--- src/rtl/uart_tx_fifo_reader.sv ---
// uart_tx_fifo_reader: pops words from the TX FIFO and serialises them as UART frames
// (start bit, LSB-first data, optional parity, 1 or 2 stop bits). Rev 1.0
`default_nettype none

module uart_tx_fifo_reader #(
  parameter int SIZE_DATA  = 8,
  parameter int BAUD_DIV   = 16,
  parameter int PARITY_EN  = 0,
  parameter int PARITY_ODD = 0,
  parameter int STOP_BITS  = 1
) (
  input  logic                 i_clk,
  input  logic                 i_rst,
  input  logic                 i_tx_en,
  input  logic                 i_fifo_empty,
  input  logic [SIZE_DATA-1:0] i_data,
  output logic                 o_rd_en,
  output logic                 o_tx,
  output logic                 o_busy
);

  localparam int BAUD_W = $clog2(BAUD_DIV);
  localparam int BIT_W  = $clog2(SIZE_DATA + 1);

  localparam logic [BAUD_W-1:0] BAUD_LAST = BAUD_W'(BAUD_DIV - 1);
  localparam logic [BIT_W-1:0]  DATA_LAST = BIT_W'(SIZE_DATA - 1);
  localparam logic [BIT_W-1:0]  STOP_LAST = BIT_W'(STOP_BITS - 1);
  localparam logic              ODD_SEL   = (PARITY_ODD != 0);

  typedef enum logic [2:0] {
    IDLE   = 3'd0,
    FETCH  = 3'd1,
    START  = 3'd2,
    DATA   = 3'd3,
    PARITY = 3'd4,
    STOP   = 3'd5
  } state_t;

  state_t               state;
  logic [BAUD_W-1:0]    baud_cnt;
  logic [BIT_W-1:0]     bit_cnt;
  logic [SIZE_DATA-1:0] shift;
  logic                 parity;
  logic                 tx;
  logic                 bit_end;

  assign bit_end = (baud_cnt == BAUD_LAST);

  // The pop strobe is gated by reset so no word is lost in a reset cycle.
  assign o_rd_en = !i_rst && (state == IDLE) && i_tx_en && !i_fifo_empty;
  assign o_busy  = o_rd_en || (state != IDLE);
  assign o_tx    = tx;

  always_ff @(posedge i_clk) begin
    if (i_rst) begin
      state    <= IDLE;
      baud_cnt <= '0;
      bit_cnt  <= '0;
      shift    <= '0;
      parity   <= 1'b0;
      tx       <= 1'b1;
    end else begin
      // Every state exit from a timed state coincides with bit_end, so this
      // wrap doubles as the reload on state entry.
      if (state == IDLE || state == FETCH || bit_end) begin
        baud_cnt <= '0;
      end else begin
        baud_cnt <= baud_cnt + 1'b1;
      end

      case (state)
        IDLE: begin
          tx <= 1'b1;
          if (o_rd_en) begin
            state <= FETCH;
          end
        end

        FETCH: begin
          shift  <= i_data;
          parity <= (^i_data) ^ ODD_SEL;
          tx     <= 1'b0;
          state  <= START;
        end

        START: begin
          if (bit_end) begin
            bit_cnt <= '0;
            tx      <= shift[0];
            state   <= DATA;
          end
        end

        DATA: begin
          if (bit_end) begin
            if (bit_cnt == DATA_LAST) begin
              bit_cnt <= '0;
              if (PARITY_EN != 0) begin
                tx    <= parity;
                state <= PARITY;
              end else begin
                tx    <= 1'b1;
                state <= STOP;
              end
            end else begin
              bit_cnt <= bit_cnt + 1'b1;
              shift   <= shift >> 1;
              tx      <= shift[1];
            end
          end
        end

        PARITY: begin
          if (bit_end) begin
            bit_cnt <= '0;
            tx      <= 1'b1;
            state   <= STOP;
          end
        end

        STOP: begin
          tx <= 1'b1;
          if (bit_end) begin
            if (bit_cnt == STOP_LAST) begin
              bit_cnt <= '0;
              state   <= IDLE;
            end else begin
              bit_cnt <= bit_cnt + 1'b1;
            end
          end
        end

        default: begin
          tx    <= 1'b1;
          state <= IDLE;
        end
      endcase
    end
  end

endmodule

`default_nettype wire

--- config.mk ---
export PLATFORM = sky130hd
export DESIGN_NAME = uart_tx_fifo_reader
export DESIGN_NICKNAME = d
export VERILOG_FILES = /design/src/rtl/uart_tx_fifo_reader.sv
export SDC_FILE = /design/constraint.sdc
export NUM_CORES = 1
export LEC_CHECK = 0
export CORE_AREA = 2 2 49 51
export DETAILED_ROUTE_END_ITERATION = 7
export DIE_AREA = 0 0 51 53
export HOLD_SLACK_MARGIN = 0.15
export PLACE_DENSITY = 0.74
export SETUP_SLACK_MARGIN = 0.4
export SYNTH_ARGS = -nofsm -noshare
export SYNTH_HDL_FRONTEND = slang
export SYNTH_SLANG_ARGS = --single-unit
--- constraint.sdc ---
create_clock -name i_clk -period 2.2 [get_ports i_clk]
set_input_delay 0.66 -clock i_clk [delete_from_list [all_inputs] [get_ports i_clk]]
set_output_delay 0.66 -clock i_clk [all_outputs]
set_load 0.01 [all_outputs]
After elaboration in Yosys (flattened, before gate mapping)
Index checks and enable logic that the tools add are counted.
{"block": "word_totals", "register_bits": 20, "input_bits": 12}
{"block": "op_classes", "add_sub_neg": 2, "n_eq_ne": 16, "n_mux": 22, "reduce_logical": 19}
{"cell": "$mux W3", "count": 7}
{"cell": "$mux W4", "count": 5}
{"cell": "$pmux W3 S6", "count": 1}
{"cell": "$mux W8", "count": 2}
{"cell": "$ne A2 B2 Y1 const B", "count": 8}
{"cell": "$pmux W8 S2", "count": 1}
{"cell": "$pmux W4 S3", "count": 1}
{"cell": "$add A4 B1 Y4 const B", "count": 2}
{"cell": "$reduce_and A7 Y1", "count": 1}
{"cell": "$eq A3 B2 Y1 const B", "count": 2}
{"cell": "$eq A3 B3 Y1 const B", "count": 2}
{"cell": "$reduce_and A3 Y1", "count": 2}
{"cell": "$reduce_bool A3 Y1", "count": 2}
{"cell": "$eq A4 B3 Y1 const B", "count": 1}
{"cell": "$eq A4 B4 Y1 const B", "count": 1}
{"cell": "$logic_not A4 Y1", "count": 1}
{"cell": "$mux W1", "count": 4}
{"cell": "$pmux W1 S4", "count": 1}
{"cell": "$reduce_and A4 Y1", "count": 1}
{"cell": "$reduce_or A2 Y1", "count": 2}
{"cell": "$eq A3 B1 Y1 const B", "count": 1}
{"cell": "$logic_and A1 B1 Y1", "count": 3}
{"cell": "$logic_not A3 Y1", "count": 1}
{"cell": "$logic_or A1 B1 Y1", "count": 3}
{"cell": "3 further kinds", "count": 4}

Depth between registers and ports, before layout
{"block": "logic_depth", "word_depth": 6, "depth_mapped": 6, "ltp_nobuf": 6}

Worst setup path before layout
No wires, ideal clock.
{"block": "synth_timing", "kind": "input-to-output", "startpoint": "input port i_rst", "endpoint": "output port o_rd_en", "arrival_ns": 1.415, "setup_slack_ns": 0.125, "path_stages": 2, "n_path_buf": 0, "cell_sequence": "or3b_4 -> nor4_1"}
{"block": "synth_via", "elab_chain_cells": 4}
{"item": "from (decl)", "line": "13", "source": "input logic i_rst,"}
{"item": "$logic_not A1 Y1", "line": "50", "source": "assign o_rd_en = !i_rst && (state == IDLE) && i_tx_en && !i_fifo_empty;"}
{"item": "$logic_and A1 B1 Y1 (3 in series)", "line": "50"}
{"item": "to (decl)", "line": "17", "source": "output logic o_rd_en,"}
No other way between the ends.

Final worst setup path
{"block": "layout_timing", "startpoint": "input port i_fifo_empty", "endpoint": "output port o_busy"}
{"block": "layout_via", "elab_chain_cells": 3}
{"item": "from (decl)", "line": "15", "source": "input logic i_fifo_empty,"}
{"item": "$logic_not A1 Y1", "line": "50"}
{"item": "$logic_and A1 B1 Y1", "line": "50"}
{"item": "$logic_or A1 B1 Y1", "line": "51", "source": "assign o_busy = o_rd_en || (state != IDLE);"}
{"item": "to (decl)", "line": "19", "source": "output logic o_busy"}
No other way between the ends.

==> metrics.txt <==
GR Layer Usage met1=0.248; Critical-path top delay cell=or3b_4; Layout Skew=0.00569 ns; vias in the first global route=982; wire length of the first global-routing pass=4180 um; die width=51 um; total number of vias=944; share of flip-flops with an asynchronous set or reset=0; wire length per cell after detailed routing=13.6 um; final worst-path cycle share=0.967; Max VDD drop=0.615 mV; total CTS buffers=3; RD Place Congestion=0.913; ys flop type=dfxtp_1; total gr overflow=0; total standard cell area after synthesis=1090 um2; number of detailed-routing iterations run before antenna repair=4; Setup violations, final=0; type of destination of the critical path=primary output; Max Buffers Root-to-Sink=2; type of the tightest min-delay check=reg2reg; Critical Path Sink=o_busy; cell at the root of the clock tree=clkbuf_4; die area=2700 um2; sum of internal, switching and leakage power=1.25 mW; total of buffers placed on input and output ports=14; layout cell share with drive strength beyond 1=0.234; category of the most critical setup path=in2out; worst stage delay on the critical path=0.40 ns; crit path from=i_fifo_empty; post-route setup slack=0.0719 ns; final-layout setup total negative slack=0 ns; tightest slew margin relative to the limit=0.707; critical path data required time=1.54 ns; status=finished, final reports clean; global-route total usage across every layer=0.201; detailed placement HPWL=1690 um; Starting Density=0.508; sequential fraction of the synthesis area=0.367; Post-Syn Area per Cell=8.94 um2; worst r2r src=bit_cnt[0]; number of antenna violations at the first check in global routing=0; row cnt=17; r2r endpoint=state[0]; actual transition at the worst max-transition pin=0.437 ns; Reg2Reg Setup Slack=0.52 ns; Fmax achieved=0.470 GHz; series of cell instances along the critical path=buf_6 > or3b_4 > buf_4 > nand2_1 > buf_2; vias per cell=5.46; count of unresolved DRC violations after routing=0; Area growth, synth to finish=30.7%; post-route minimum period=2.13 ns; clock insertion delay at the later pin of the skew report=0.30 ns; register bit count reported by yosys=20; number of cells traversed by the worst register-to-register path=6; RSZ-0062 raised after global routing=true; Cells on Worst Hold Path=1; ant diodes=0; launch instance of the worst min-delay path=baud_cnt[0]; initial drt markers=9; total power divided by cell area=875 nW/um2; routing usage on met2=0.351; CTS tree=yes; fraction of post-synthesis cell area in the top cell type by area=0.367; aggregate routed wire length=2350 um; number of distinct standard cells referenced by the synthesized netlist=42; DRT antenna net count=0; number of levels in the clock H-tree=1; Core Footprint=2150 um2; number of I/O pins=15; Final Net Count=161; data arrival time of the worst path=1.47 ns; library cell occupying the most area in the post-synthesis netlist=dfxtp_1; number of synthesized flops with an enable pin=0; startpoint type of the worst setup path=input port; post-route worst hold slack=0.459 ns; met3 demand-to-capacity share in global routing=0.0169; pin count of the biggest net entering global routing=16; Final Hold Vio Count=0; warning count from the yosys run=0; critical path peak fanout=2; clock tree sinks=20; clock-pin transition on the worst setup and hold timing paths=0.12 ns; syn nets=137; max-cap violations=0; die extent in y=53 um; leakage=0.595 nW; global route hottest layer=met2; post-placement worst setup slack=-0.727 ns; gate count of the mapped netlist=122; Layout fillers=189; Slew Limit Fails=0; most area-consuming cells after synthesis=dfxtp_1, mux2i_1, a211oi_1
cell type report:
class / count / area [um2] / share of cell area
flip-flops and latches: 20 / 400 / 0.281
well taps: 28 / 35.0 / 0.0246
multi-input cells: 90 / 723 / 0.507
inverters: 6 / 22.5 / 0.0158
repair buffers: 25 / 209 / 0.146
clock buffers: 4 / 36.3 / 0.0254
synth_stat cells (all sizes together), types with 2 or more instances:
master and count:
buf 3, xnor2 3, or2 2, inv 6, nor3 2, nor2 9, a211oi 9, clkbuf 3
dfxtp 20, nor3b 2, or3b 2, o21ai 3, a21oi 12, ha 3, mux2i 8, nand3b 3
and3 2, o2bb2ai 2, o221a 2, nand2b 4, nand2 3, nand3 4
flip-flops by register name, indices dropped and copies added, names as in the netlist:
signal    cells
shift         8
baud_cnt      4
bit_cnt       4
state         3
o_tx          1
repair_timing:
action / in CTS / in global routing
endpoints found under the setup margin: 6 / 13
setup buffers: 1 / 1
cloned: 0 / 0
endpoints found under the hold margin: 0 / 0
hold buffers: 0 / 0
resized for setup: 25 / 7
pin swaps: 3 / 2
report_power, final:
part	internal (mW)	switching, mW
Sequential	0.446	0.0620
Combinational	0.262	0.262
Clock	0.101	0.115
worst min-delay path by stage:
stage	to	slack, ns
after floorplan	baud_cnt[0]	0.42
after global placement	baud_cnt[0]	0.43
after detailed placement	baud_cnt[0]	0.44
after CTS	baud_cnt[0]	0.46
after global routing	baud_cnt[0]	0.49
final	baud_cnt[0]	0.46
cell families (layout without fill, tap and decap cells):
kind of cell,count (synthesis),in the layout,share of synthesized area
simple gates,38,38,0.203
buf+inv,12,35,0.0447
flops,20,20,0.367
xor+xnor,4,4,0.0321
fa+ha+maj,3,3,0.0344
compound gates,37,37,0.245
mux,8,8,0.0734
worst max-delay path, delay by kind of cell:
kind | cells | cell delay, ns
buf+inv | 3 | 0.36
simple gates | 2 | 0.45
routing by layer:
| layer | vias up | routed length (um) | share of wire |
|---|---|---|---|
| li1 | 493 | - | - |
| met1 | 437 | 1130 | 0.48 |
| met2 | 12 | 1150 | 0.49 |
| met3 | 2 | 54 | 0.023 |
| met4 | 0 | 12 | 0.0051 |
| met5 | - | 0 | 0 |
metrics by stage:
stage | utilization | std cells | area [um2]
2_1_floorplan | - | 122 | 1110
3_3_place_gp | 0.616 | 167 | 1320
3_5_place_dp | 0.616 | 167 | 1320
4_1_cts | 0.640 | 172 | 1380
5_1_grt | 0.664 | 173 | 1430
6_report | 0.664 | 173 | 1430
placed cells by master, fill, tap and decap left out, drive strengths merged, types with 2 or more instances in the layout:
cell type and n:
dfxtp 20, buf 16, a21oi 12, nor2 9, a211oi 9, mux2i 8, clkdlybuf4s50 8, inv 6
nand2b 4, nand3 4, clkbuf 4, nand2 3, nand3b 3, xnor2 3, ha 3, o21ai 3
nor3 2, and3 2, o221a 2, or3b 2, nor3b 2, or2 2, o2bb2ai 2
No activity file was read; power rests on OpenSTA's default activity.
